--- src/rtl/overlay_box_gen_if.sv ---
`default_nettype none
`timescale 1ns/1ps
// ============================================================================
// Module      : overlay_box_gen_if
// Description : Host register bus for overlay_box_gen. A write is held on
//               reg_wr (with addr/data stable) until reg_ack pulses.
// Revision    : 1.0  initial release
// ============================================================================
interface overlay_box_gen_if;
  logic        reg_wr;
  logic [2:0]  reg_addr;
  logic [15:0] reg_wdata;
  logic        reg_ack;

  // Host side drives requests, sees the acknowledge
  modport master (output reg_wr, output reg_addr, output reg_wdata, input reg_ack);
  // Overlay generator side
  modport slave  (input reg_wr, input reg_addr, input reg_wdata, output reg_ack);
endinterface
`default_nettype wire

--- src/rtl/overlay_box_gen.sv ---
`default_nettype none
`timescale 1ns/1ps
// ============================================================================
// Module      : overlay_box_gen
// Description : Foreground source for the PAL 576i mixer. Draws a single
//               filled or outline rectangle in one colour; 18'b0 output means
//               transparent. Geometry/colour written into shadow registers are
//               copied to the active set on each vsync_n falling edge.
//               Optional macro OVERLAY_BLINK_EN adds a 32-on/32-off field blink.
// Revision    : 1.0  initial release
// ============================================================================
module overlay_box_gen #(
  parameter int H_START  = 132,
  parameter int V_START  = 23,
  parameter int H_ACTIVE = 720,
  parameter int V_ACTIVE = 288
) (
  input  logic                pixelClockX6,
  input  logic                nReset,
  input  logic [2:0]          pixelClockPhase,
  input  logic                hsync_n,
  input  logic                vsync_n,
  overlay_box_gen_if.slave    reg_bus,
  output logic [17:0]         rgb_fg
);

  localparam logic [10:0] H_LO = 11'(H_START);
  localparam logic [10:0] H_HI = 11'(H_START + H_ACTIVE);
  localparam logic [9:0]  V_LO = 10'(V_START);
  localparam logic [9:0]  V_HI = 10'(V_START + V_ACTIVE);

  logic        hsync_hist_q, vsync_hist_q;
  logic        w_hfall, w_vfall, w_pix_strobe;
  logic [10:0] hcnt_q, hcnt_d;
  logic [9:0]  vcnt_q, vcnt_d;
  logic        ack_q;

  logic [10:0] sh_x0_q, sh_x1_q, act_x0_q, act_x1_q;
  logic [9:0]  sh_y0_q, sh_y1_q, act_y0_q, act_y1_q;
  logic [17:0] sh_col_q, act_col_q;
  logic        sh_en_q, sh_out_q, act_en_q, act_out_q;

  logic [10:0] w_x;
  logic [9:0]  w_y;
  logic        w_win, w_inside, w_edge, w_draw, w_blink_ok;
  logic [17:0] w_col, rgb_d, rgb_q;

  assign w_hfall      = hsync_hist_q & ~hsync_n;
  assign w_vfall      = vsync_hist_q & ~vsync_n;
  assign w_pix_strobe = (pixelClockPhase == 3'd0);

  // Sync history for edge detection, valid in any phase
  always_ff @(posedge pixelClockX6 or negedge nReset) begin
    if (!nReset) begin
      hsync_hist_q <= 1'b1;
      vsync_hist_q <= 1'b1;
    end else begin
      hsync_hist_q <= hsync_n;
      vsync_hist_q <= vsync_n;
    end
  end

  // Next-state of the raster counters; vsync clear beats the hsync increment
  always_comb begin
    hcnt_d = hcnt_q;
    if (w_hfall)
      hcnt_d = '0;
    else if (w_pix_strobe && (hcnt_q != 11'h7FF))
      hcnt_d = hcnt_q + 11'd1;

    vcnt_d = vcnt_q;
    if (w_vfall)
      vcnt_d = '0;
    else if (w_hfall && (vcnt_q != 10'h3FF))
      vcnt_d = vcnt_q + 10'd1;
  end

  // Raster counter registers
  always_ff @(posedge pixelClockX6 or negedge nReset) begin
    if (!nReset) begin
      hcnt_q <= '0;
      vcnt_q <= '0;
    end else begin
      hcnt_q <= hcnt_d;
      vcnt_q <= vcnt_d;
    end
  end

  // Acknowledge one cycle after a request is first seen; ack never repeats back-to-back
  always_ff @(posedge pixelClockX6 or negedge nReset) begin
    if (!nReset) ack_q <= 1'b0;
    else         ack_q <= reg_bus.reg_wr & ~ack_q;
  end

  assign reg_bus.reg_ack = ack_q;

  // Shadow registers capture at the end of the ack cycle, so a write acked on
  // the vsync cycle misses that field's transfer and waits for the next one
  always_ff @(posedge pixelClockX6 or negedge nReset) begin
    if (!nReset) begin
      sh_x0_q  <= '0;
      sh_y0_q  <= '0;
      sh_x1_q  <= '0;
      sh_y1_q  <= '0;
      sh_col_q <= '0;
      sh_en_q  <= 1'b0;
      sh_out_q <= 1'b0;
    end else if (ack_q) begin
      case (reg_bus.reg_addr)
        3'd0: sh_x0_q <= reg_bus.reg_wdata[10:0];
        3'd1: sh_y0_q <= reg_bus.reg_wdata[9:0];
        3'd2: sh_x1_q <= reg_bus.reg_wdata[10:0];
        3'd3: sh_y1_q <= reg_bus.reg_wdata[9:0];
        3'd4: sh_col_q[15:0] <= reg_bus.reg_wdata;
        3'd5: begin
          sh_col_q[17:16] <= reg_bus.reg_wdata[1:0];
          sh_en_q         <= reg_bus.reg_wdata[8];
          sh_out_q        <= reg_bus.reg_wdata[9];
        end
        default: ;
      endcase
    end
  end

  // Coherent per-field copy of the shadow set
  always_ff @(posedge pixelClockX6 or negedge nReset) begin
    if (!nReset) begin
      act_x0_q  <= '0;
      act_y0_q  <= '0;
      act_x1_q  <= '0;
      act_y1_q  <= '0;
      act_col_q <= '0;
      act_en_q  <= 1'b0;
      act_out_q <= 1'b0;
    end else if (w_vfall) begin
      act_x0_q  <= sh_x0_q;
      act_y0_q  <= sh_y0_q;
      act_x1_q  <= sh_x1_q;
      act_y1_q  <= sh_y1_q;
      act_col_q <= sh_col_q;
      act_en_q  <= sh_en_q;
      act_out_q <= sh_out_q;
    end
  end

`ifdef OVERLAY_BLINK_EN
  logic       sh_blink_q, act_blink_q;
  logic [5:0] fcnt_q;

  // Blink enable bit and a free-running field counter (wraps after 63)
  always_ff @(posedge pixelClockX6 or negedge nReset) begin
    if (!nReset) begin
      sh_blink_q  <= 1'b0;
      act_blink_q <= 1'b0;
      fcnt_q      <= '0;
    end else begin
      if (ack_q && (reg_bus.reg_addr == 3'd5))
        sh_blink_q <= reg_bus.reg_wdata[10];
      if (w_vfall) begin
        act_blink_q <= sh_blink_q;
        fcnt_q      <= fcnt_q + 6'd1;
      end
    end
  end

  assign w_blink_ok = ~(act_blink_q & fcnt_q[5]);
`else
  assign w_blink_ok = 1'b1;
`endif

  assign w_x = hcnt_q - H_LO;
  assign w_y = vcnt_q - V_LO;

  // Pixel decision; an inverted box (X0>X1 or Y0>Y1) fails the inside test
  always_comb begin
    w_win    = (hcnt_q >= H_LO) && (hcnt_q < H_HI) && (vcnt_q >= V_LO) && (vcnt_q < V_HI);
    w_inside = (w_x >= act_x0_q) && (w_x <= act_x1_q) &&
               (w_y >= act_y0_q) && (w_y <= act_y1_q);
    w_edge   = (w_x == act_x0_q) || (w_x == act_x1_q) ||
               (w_y == act_y0_q) || (w_y == act_y1_q);
    w_draw   = act_en_q && w_win && w_inside && (!act_out_q || w_edge) && w_blink_ok;
    w_col    = (act_col_q == 18'd0) ? 18'h00001 : act_col_q;
    rgb_d    = w_draw ? w_col : 18'd0;
  end

  // Output updates only on pixel strobes and holds for the other phases
  always_ff @(posedge pixelClockX6 or negedge nReset) begin
    if (!nReset)           rgb_q <= '0;
    else if (w_pix_strobe) rgb_q <= rgb_d;
  end

  assign rgb_fg = rgb_q;

endmodule
`default_nettype wire
--- src/flat_wrapper.sv ---
// flat-port wrapper written by rule: the top's interface ports become plain ports
module overlay_box_gen_flat 
#(
  parameter int H_START  = 132,
  parameter int V_START  = 23,
  parameter int H_ACTIVE = 720,
  parameter int V_ACTIVE = 288
)
  (pixelClockX6, nReset, pixelClockPhase, hsync_n, vsync_n, rgb_fg, reg_bus_reg_wr, reg_bus_reg_addr, reg_bus_reg_wdata, reg_bus_reg_ack);
  overlay_box_gen_if reg_bus_i ();
  input  logic pixelClockX6;
  input  logic nReset;
  input  logic [2:0] pixelClockPhase;
  input  logic hsync_n;
  input  logic vsync_n;
  output logic [17:0] rgb_fg;
  input wire logic [$bits(reg_bus_i.reg_wr)-1:0] reg_bus_reg_wr;
  input wire logic [$bits(reg_bus_i.reg_addr)-1:0] reg_bus_reg_addr;
  input wire logic [$bits(reg_bus_i.reg_wdata)-1:0] reg_bus_reg_wdata;
  output wire logic [$bits(reg_bus_i.reg_ack)-1:0] reg_bus_reg_ack;
  assign reg_bus_i.reg_wr = reg_bus_reg_wr;
  assign reg_bus_i.reg_addr = reg_bus_reg_addr;
  assign reg_bus_i.reg_wdata = reg_bus_reg_wdata;
  assign reg_bus_reg_ack = reg_bus_i.reg_ack;
  overlay_box_gen #(.H_START(H_START), .V_START(V_START), .H_ACTIVE(H_ACTIVE), .V_ACTIVE(V_ACTIVE)) u_core (.pixelClockX6(pixelClockX6), .nReset(nReset), .pixelClockPhase(pixelClockPhase), .hsync_n(hsync_n), .vsync_n(vsync_n), .reg_bus(reg_bus_i), .rgb_fg(rgb_fg));
endmodule
--- config.mk ---
export PLATFORM = sky130hd
export DESIGN_NAME = overlay_box_gen_flat
export DESIGN_NICKNAME = d
export VERILOG_FILES = /design/src/rtl/overlay_box_gen_if.sv /design/src/rtl/overlay_box_gen.sv /design/src/flat_wrapper.sv
export SDC_FILE = /design/constraint.sdc
export NUM_CORES = 1
export LEC_CHECK = 0
export ABC_AREA = 1
export BUFFER_PORTS_ARGS = -buffer_cell sky130_fd_sc_hd__buf_4
export CAP_MARGIN = 20
export CORE_ASPECT_RATIO = 1.5
export CORE_MARGIN = 2
export CORE_UTILIZATION = 25
export DETAILED_ROUTE_END_ITERATION = 8
export PLACE_DENSITY = 0.38
export SLEW_MARGIN = 15
export SYNTH_ARGS = -nofsm -noshare
export SYNTH_HDL_FRONTEND = slang
export SYNTH_SLANG_ARGS = --single-unit
--- constraint.sdc ---
create_clock -name pixelClockX6 -period 3.01 [get_ports pixelClockX6]
set_input_delay 0.602 -clock pixelClockX6 [delete_from_list [all_inputs] [get_ports pixelClockX6]]
set_output_delay 0.602 -clock pixelClockX6 [all_outputs]
set_load 0.05 [all_outputs]
# Yosys cells after proc, flatten, opt, wreduce, memory -nomap -nowiden

Index checks and enable logic that the tools add are counted.

Register bits after elaboration: 166
Latch bits: 0
RAM bits: 0
ROM bits: 0
Input port bits: 27
Output and inout port bits: 19
Word-level logic and storage cells: 83
Memories kept: 0

$add $sub $neg: 4
$mul: 0
Divide/modulo/power cells: 0
Magnitude comparators: 8
Equal/unequal tests: 11
Shift operators: 0
Muxes and demuxes: 6
Bitwise operators: 6
Reductions and logical operators: 27

Operators with widths:

| kind                    | number |
|---|---|
| $mux W18                | 2 |
| $eq A11 B11 Y1          | 2 |
| $mux W11                | 2 |
| $eq A10 B10 Y1          | 2 |
| $mux W10                | 2 |
| $logic_not A18 Y1       | 1 |
| $reduce_and A2 Y1       | 6 |
| $add A11 B1 Y11 const B | 1 |
| $ge A11 B11 Y1          | 1 |
| $ge A11 B8 Y1 const B   | 1 |
| $le A11 B11 Y1          | 1 |
| $logic_and A1 B1 Y1     | 11 |
| $lt A11 B10 Y1 const B  | 1 |
| $ne A11 B11 Y1 const B  | 1 |
| $sub A11 B8 Y11 const B | 1 |
| $add A10 B1 Y10 const B | 1 |
| $ge A10 B10 Y1          | 1 |
| $ge A10 B5 Y1 const B   | 1 |
| $le A10 B10 Y1          | 1 |
| $lt A10 B9 Y1 const B   | 1 |
| $ne A10 B10 Y1 const B  | 1 |
| $sub A10 B5 Y10 const B | 1 |
| $eq A3 B2 Y1 const B    | 2 |
| $eq A3 B3 Y1 const B    | 2 |
| other kinds (7)         | 16 |

# Depth between registers and ports, before layout

Gate-level depths: netlist (run 1).

Depth after elaboration: 8
Mapped depth: 19
Gate-level depth less buffers: 18

# Least setup slack after synthesis (run 1)

OpenSTA, ideal clock, no wires.

Path kind: register to register
Start point: register u_core.hcnt_q[2]
End point: register u_core.rgb_q[15] (netlist: u_core.rgb_fg[15])
Library setup time: 66 ps
Arrival time: 2570 ps
Required time: 2944 ps
Path slack: 374 ps
Stages on the path, launching flop included: 19
Path buffers: 1
Clock period less this slack: 2636 ps
Cell sequence: dfrtp_1 inv_1 ha_1 nand2_1 o21ai_0 nand2_1 xor2_1 ha_1 nand2_1 nor2_1 nand3_1 nand2_1 inv_1 nand2_1 nand2_1 a21oi_2 buf_6 nand3_1 nand2_1

Word-level cells in the longest chain between the ends: 8
Elaborated cells between the ends (all ways): 21
Classes of those cells: add/sub: 1; order compare: 4; eq/ne: 2; mux: 1; reduce/logical: 13

RTL lines:

| what                                                             | line                   | text |
|---|---|---|
| start: declaration                                               | overlay_box_gen.sv:34  | `logic [10:0] hcnt_q, hcnt_d;` |
| start signal: assignment                                         | overlay_box_gen.sv:84  | `hcnt_q <= hcnt_d;` |
| $sub A11 B8 Y11 (tied with other cells)                          | overlay_box_gen.sv:171 | `assign w_x = hcnt_q - H_LO;` |
| $ge A11 B11 Y1 (tied with other cells)                           | overlay_box_gen.sv:177 | `w_inside = (w_x >= act_x0_q) && (w_x <= act_x1_q) &&` |
| $logic_and A1 B1 Y1 (tied with other cells) (2 in series)        | overlay_box_gen.sv:177 |  |
| $logic_and A1 B1 Y1 (tied with other cells)                      | overlay_box_gen.sv:178 | `(w_y >= act_y0_q) && (w_y <= act_y1_q);` |
| $logic_and A1 B1 Y1 / $logic_or A1 B1 Y1 (equally long branches) | overlay_box_gen.sv:181 | `w_draw = act_en_q && w_win && w_inside && (!act_out_q \|\| w_edge) && w_blink_ok;` |
| $logic_and A1 B1 Y1 (*)                                          | overlay_box_gen.sv:181 |  |
| $mux W18 (*)                                                     | overlay_box_gen.sv:183 | `rgb_d = w_draw ? w_col : 18'd0;` |
| end signal: assignment                                           | overlay_box_gen.sv:189 | `else if (w_pix_strobe) rgb_q <= rgb_d;` |
| end: declaration                                                 | overlay_box_gen.sv:46  | `logic [17:0] w_col, rgb_d, rgb_q;` |

Every way passes the cells marked *; elsewhere a longest branch is shown, timed or not.
A chain may end at the register's enable or synchronous reset.

# Worst setup path after layout (run 1)

Start point: register u_core.hcnt_q[3]
End point: register u_core.rgb_q[1] (netlist: u_core.rgb_fg[1])

The elaborated chain is that of the path after synthesis.

==> results of run 1 <==
==> synth_stat cells <==
cell and n:
nand3_2 3, a21oi_2 1, o21ai_1 1, nor3_2 2, nor3_1 8, mux2_2 5, clkbuf_1 27, xor2_1 17
nand3_1 53, dfrtp_1 164, ha_1 47, dfstp_2 2, clkinv_1 2, nand4_1 10, nand2_1 286, or2_2 1
nor2_4 1, a21o_1 1, nand2_2 3, inv_1 129, buf_6 2, o21ai_0 130, a31oi_1 1, inv_2 3
a21oi_1 18, nor3b_1 2, nor2_1 56, buf_4 2, o22ai_1 1, nand2_4 1, nand3b_1 3, nor4_1 2
clkbuf_2 1, nor2_2 4, a21boi_0 1
==> metrics by stage <==
stage / TNS (ns) / hold slack (ns) / util (%) / setup WS [ns]
final: 0 / 0.104 / 30.4 / 0.202
after global routing: -0.254 / 0.139 / 30.4 / -0.0288
after CTS: 0 / 0.123 / 29.9 / 0.0587
after detailed placement: -0.0269 / 0.461 / 28.2 / -0.00834
after global placement: 0 / 0.457 / 28.2 / 0.0324
after floorplan: 0 / 0.306 / - / 0.374
==> worst max-delay path, stage by stage, from the launching register on <==
cell and delay [ns]:
dfrtp_1 0.42, inv_2 0.10, ha_2 0.19, nand2_1 0.09, o21ai_2 0.18, nand2_1 0.10, xor2_2 0.16, ha_1 0.30
nand2_1 0.09, nor2_2 0.12, nand3_2 0.13, nand2_1 0.09, inv_1 0.04, nand2_1 0.05, nand2_1 0.08, a21oi_4 0.18
buf_12 0.14, clkbuf_16 0.14, nand3_1 0.06, nand2_1 0.06
==> report_power, final <==
part / switching, mW / total, mW / internal [mW]
Clock: 0.963 / 2.22 / 1.26
Sequential: 0.164 / 2.76 / 2.60
Combinational: 0.641 / 1.04 / 0.397
==> area by class of cell <==
type                       count  area, um^2
clock buffer                  19         453
clock inverter                11         126
fill                        3458       22600
inverter                     134         503
multi-input combinational    658        3460
sequential                   166        4160
tap                          415         519
timing repair buffer          75         642
==> layer usage <==
metal  vias up  wire length, um  GRT usage, %
met1      2949             9660          16.1
li1       3254                -             -
met4         0              453          5.43
met2        69            11800          24.7
met3        18              446          2.28
met5         -                0             0
==> path summary, 6_finish.rpt <==
kind / end / depth (start not counted)
max: u_core.rgb_fg[1] / 19
min: u_core.sh_y0_q[7] / 1
max reg2reg: u_core.rgb_fg[1] / 19
min reg2reg: u_core.act_out_q / 2
max in group asynchronous: u_core.rgb_fg[5] / 2
min in group pixelClockX6: u_core.hsync_hist_q / 1
==> registers in the layout, indices dropped and copies added, names as in the netlist, 11 cells and up <==
register          cells
u_core.rgb_fg        18
u_core.sh_x1_q       11
u_core.act_x0_q      11
u_core.hcnt_q        11
u_core.sh_col_q      18
u_core.act_col_q     18
u_core.act_x1_q      11
u_core.sh_x0_q       11
==> cells in the final DEF, fill, tap and decap left out, types with 6 or more instances in the layout <==
| master | count |
|---|---|
| a21oi_1 | 17 |
| nor3_1 | 8 |
| ha_1 | 46 |
| buf_4 | 67 |
| xor2_1 | 15 |
| o21ai_0 | 129 |
| nand4_1 | 10 |
| nand3_1 | 51 |
| nand2_1 | 284 |
| inv_2 | 6 |
| clkbuf_16 | 18 |
| nor2_2 | 7 |
| inv_1 | 126 |
| nor2_1 | 52 |
| dfrtp_1 | 164 |
==> logic make-up (layout without fill, tap and decap cells) <==
kind of cell,Yosys count,count (layout),share of synthesized area (%)
flops,166,166,50.7
xor+xnor,17,17,1.82
buf+inv,166,239,7.89
simple gates,435,435,22.2
fa+ha+maj,47,47,7.17
mux,5,5,0.686
compound gates,154,154,9.53
==> timing repair <==
item | CTS | global route
hold endpoints to repair | 0 | 0
hold buffers | 0 | 0
endpoints found under the setup margin | 18 | 18
cloned | 0 | 2
gates resized for setup | 1 | 17
buffers inserted | 0 | 6
pin swaps | 0 | 4
==> impl_metrics.yaml, run 1 <==
job:
  max_cap_violations: 0
timing:
  skew_ns: 0.0121
  worstMarginPinSlew_ns: 0.850
  max-slew-margin-rel_pct: 43.2
  setup_viol_count_final: 0
  slew_violations: 0
  fmax_mhz: 356
  timing.final.crit_share_pct: 93.3
  period_needed_ns: 2.81
  hold_viol: 0
place:
  dp.cells: 1440
  port_buffers: 45
  place_area_um2: 9130
  globalplace.congestion: 0.772
  hpwlAfterDp_um: 16000
yosys:
  synth_area_um2: 8200
  synth_cells: 990
  syn_nets: 1064
  synth.top_cell.area_share_pct: 50.0
  ys_seq_area_share_pct: 50.7
  synth_area_leaders: "dfrtp_1 (50%), nand2_1 (13%), o21ai_0 (7.9%)"
  syn_area_per_cell_um2: 8.29
  synth_top_area_cell: "dfrtp_1"
  yosys_warnings: 0
  synth_cell_types: 35
  ys_ff_latch: 166
power_and_ir_drop:
  cellPowerDensity_nw_per_um2: 611
  power_mw: 6.02
  power_leakage_nw: 4.86
  ir_drop_uv: 374
critical_path:
  rrSetupSlack_ns: 0.20
  startpoint_type: "register"
  arrival_ns: 3.19
  critPathMaxFanout: 5
  required_ns: 3.39
  startpoint: "u_core.hcnt_q[3]"
  regToRegStartpoint: "u_core.hcnt_q[3]"
  criticalPathCategory: "register to register"
  cp-end-kind: "register"
clock_network:
  cts_root_buf: "clkbuf_16"
  cts.clk_slew.worst_paths_ns: 0.07
  cts_tree: "built"
  clock-sinks: 166
  cts_buffer_depth: 2
  insertion_delay_ns: 0.45
  numCtsBuffers: 17
  htree_levels: 4
cells_and_area:
  drive_above_1_share_pct: 13.8
  layout.nets: 1126
  final_area_um2: 9860
  diodes: 0
  final_cells: 1478
  area_growth_pct: 20.2
die:
  start_util_pct: 25.3
  coreArea_um2: 32400
  die_h_um: 226
  io_pins: 46
  dieWidth_um: 152
  dieArea_um2: 34300
  placementRows: 81
drt:
  drtPass1Iterations: 5
  wl_um: 22400
  first_iter_violations: 382
  vias: 6290
  drc_errors: 0
  via_per_inst: 4.26
  ant_nets: 0
  wl_per_cell_um: 15.2
grt:
  grtUsageTotal_pct: 13.7
  grt_overflow_total: 0
  grt_pass1_wl_um: 36000
  grt_pass1_vias: 6339
  antenna_found_initial: 0
  grt_max_degree: 120
worst_hold_path:
  holdCritPathClass: "primary input to async pin"
outcome:
  status: "complete, no violations"
Note: power is estimated with default switching activity, not from simulation.
==> inputs of run 2 (changes only) <==
- clock period: 3.01 -> 2.9 ns (I/O delays scaled with it)
==> impl_metrics.yaml, run 2 (synthesis results as in run 1) <==
cells_and_area:
  final_common_cell: "nand2_1"
  layout.nets: 1132
  final_area_um2: 10000
  seq_area_um2: 4160
  nFillCells: 3488
  diodes: 0
  multi_input_area_um2: 3500
  final_cell_mix: "nand2_1 (281), dfrtp_1 (164), inv_1 (129), o21ai_0 (129), buf_4 (72)"
  area_growth_pct: 22.1
  final_cells: 1485
  drive_above_1_share_pct: 14.9
clock_network:
  numCtsBuffers: 17
  insertion_delay_ns: 0.44
  cts_buffer_depth: 2
  cts_hold_buf: 0
  cts_tree: "built"
  cts.clk_slew.worst_paths_ns: 0.06
  clock-sinks: 166
  htree_levels: 4
  cts_root_buf: "clkbuf_16"
grt:
  grt_pass1_wl_um: 35200
  grt_pass1_vias: 6352
  grtUsageTotal_pct: 13.2
  grt_max_degree: 120
  antenna_found_initial: 0
  grt_overflow_total: 0
power_and_ir_drop:
  sw_frac_of_total_pct: 28.6
  comb_power_share_pct: 17.1
  ir_drop_uv: 383
  switchingPower_mw: 1.83
  p_int_mw: 4.57
  pwr-share-seq_pct: 44.8
  power_leakage_nw: 4.93
  p_clk_share_pct: 38.1
  cellPowerDensity_nw_per_um2: 638
timing:
  final.setup.tns_ns: 0
  hold_viol: 0
  fmax_mhz: 368
  timing.final.crit_share_pct: 93.7
  period_needed_ns: 2.72
  setup_viol_count_final: 0
  max-slew-margin-rel_pct: 41.5
  slew_violations: 0
  skew_ns: 0.0101
  setup_ws_ns: 0.182
  worstMarginPinSlew_ns: 0.876
place:
  place_area_um2: 9180
  hpwlAfterDp_um: 15700
  globalplace.congestion: 0.788
  port_buffers: 45
  dp.cells: 1446
  place_ws_ns: -0.0368
critical_path:
  path_cells: "inv_1 > ha_2 > nand2_1 > o21ai_2 > nand2_1 > xor2_1 > ha_1 > nand2_1 > nor2_2 > nand3_2 > nand2_1 > inv_1 > nand2_1 > nand2_1 > a21oi_4 > buf_12 > clkbuf_16 > nand3_1 > nand2_1"
  cpMostUsedCell: "nand2_1"
  slowest_delay_ns: 0.38
  required_ns: 3.28
  cp-end-kind: "register"
  criticalPathCategory: "register to register"
  startpoint_type: "register"
  critPathSlowestCell: "dfrtp_1"
  critPathMaxFanout: 4
  arrival_ns: 3.09
die:
  coreArea_um2: 32400
  dieWidth_um: 152
  placementRows: 81
  die_h_um: 226
  start_util_pct: 25.3
  io_pins: 46
  dieArea_um2: 34300
drt:
  wl_per_cell_um: 14.9
  vias: 6328
  drtPass1Iterations: 4
  via_per_inst: 4.26
  first_iter_violations: 333
  ant_nets: 0
  wl_um: 22200
  drc_errors: 0
job:
  max_cap_violations: 0
outcome:
  status: "complete, no violations"
worst_hold_path:
  holdCritPathClass: "primary input to async pin"
[run 2: changes by cell type in the layout (fill, tap and decap cells not counted), moves of 2 or more]
cell,before,now
nor2_1,52,49
nor2_4,2,4
inv_1,126,129
nand2_1,284,281
clkinvlp_4,4,2
nand2_2,5,8
buf_4,67,72
inv_2,6,3
clkbuf_8,2,4
[run 2: stage by stage]
stage	utilization, %	power (mW)	hold slack (ns)
6_report	30.9	6.39	0.144
3_5_place_dp	28.3	3.98	0.464
4_1_cts	30.3	6.46	0.153
3_3_place_gp	28.3	3.97	0.462
2_1_floorplan	-	3.59	0.284
5_1_grt	30.9	6.80	0.178
[run 2: layout make-up]
cell class,instances,share of cell area [%]
clock buffer,21,4.80
clock inverter,10,1.44
inverter,134,5.02
multi-input combinational,658,34.9
sequential,166,41.5
tap,415,5.18
timing repair buffer,81,7.12
[run 2: power groups by stage]
stage / logic (mW) / registers (mW) / clock network, mW
2_1_floorplan: 0.727 / 2.86 / 0
5_1_grt: 1.30 / 2.91 / 2.59
4_1_cts: 1.08 / 2.86 / 2.51
3_3_place_gp: 1.07 / 2.90 / 0
3_5_place_dp: 1.08 / 2.91 / 0
6_report: 1.10 / 2.86 / 2.43
[run 2: worst paths after layout]
kind	from	to	slack, ns	cells past startpoint
max reg2reg	u_core.hcnt_q[3]	u_core.rgb_fg[12]	0.18	19
min	nReset	u_core.sh_y1_q[9]	0.14	1
min in group pixelClockX6	hsync_n	u_core.hsync_hist_q	0.26	1
max in group asynchronous	nReset	u_core.act_x1_q[4]	1.97	2
min reg2reg	u_core.sh_col_q[0]	u_core.act_col_q[0]	0.48	2
max	u_core.hcnt_q[3]	u_core.rgb_fg[12]	0.18	19
[run 2: worst max-delay path, delay by kind of cell (launching register included)]
family,cells,cell delay (ns)
and+or+nand+nor,10,0.89
xor gates and xnor gates,1,0.16
AOI/OAI and AO/OA,2,0.34
DFF,1,0.38
adders and majority gates,2,0.50
buffers and inverters,4,0.39
[run 2: timing repair]
action / in CTS / in global routing
resized for setup: 0 / 25
pin swaps: 1 / 8
buffers inserted: 1 / 4
setup endpoints to repair: 18 / 18
cloned: 0 / 3
[run 2: per-layer routing]
metal	GRT usage [%]	routed length [um]
met1	15.8	9720
met2	24.1	11700
met3	2.32	451
met4	4.19	299
met5	0	0
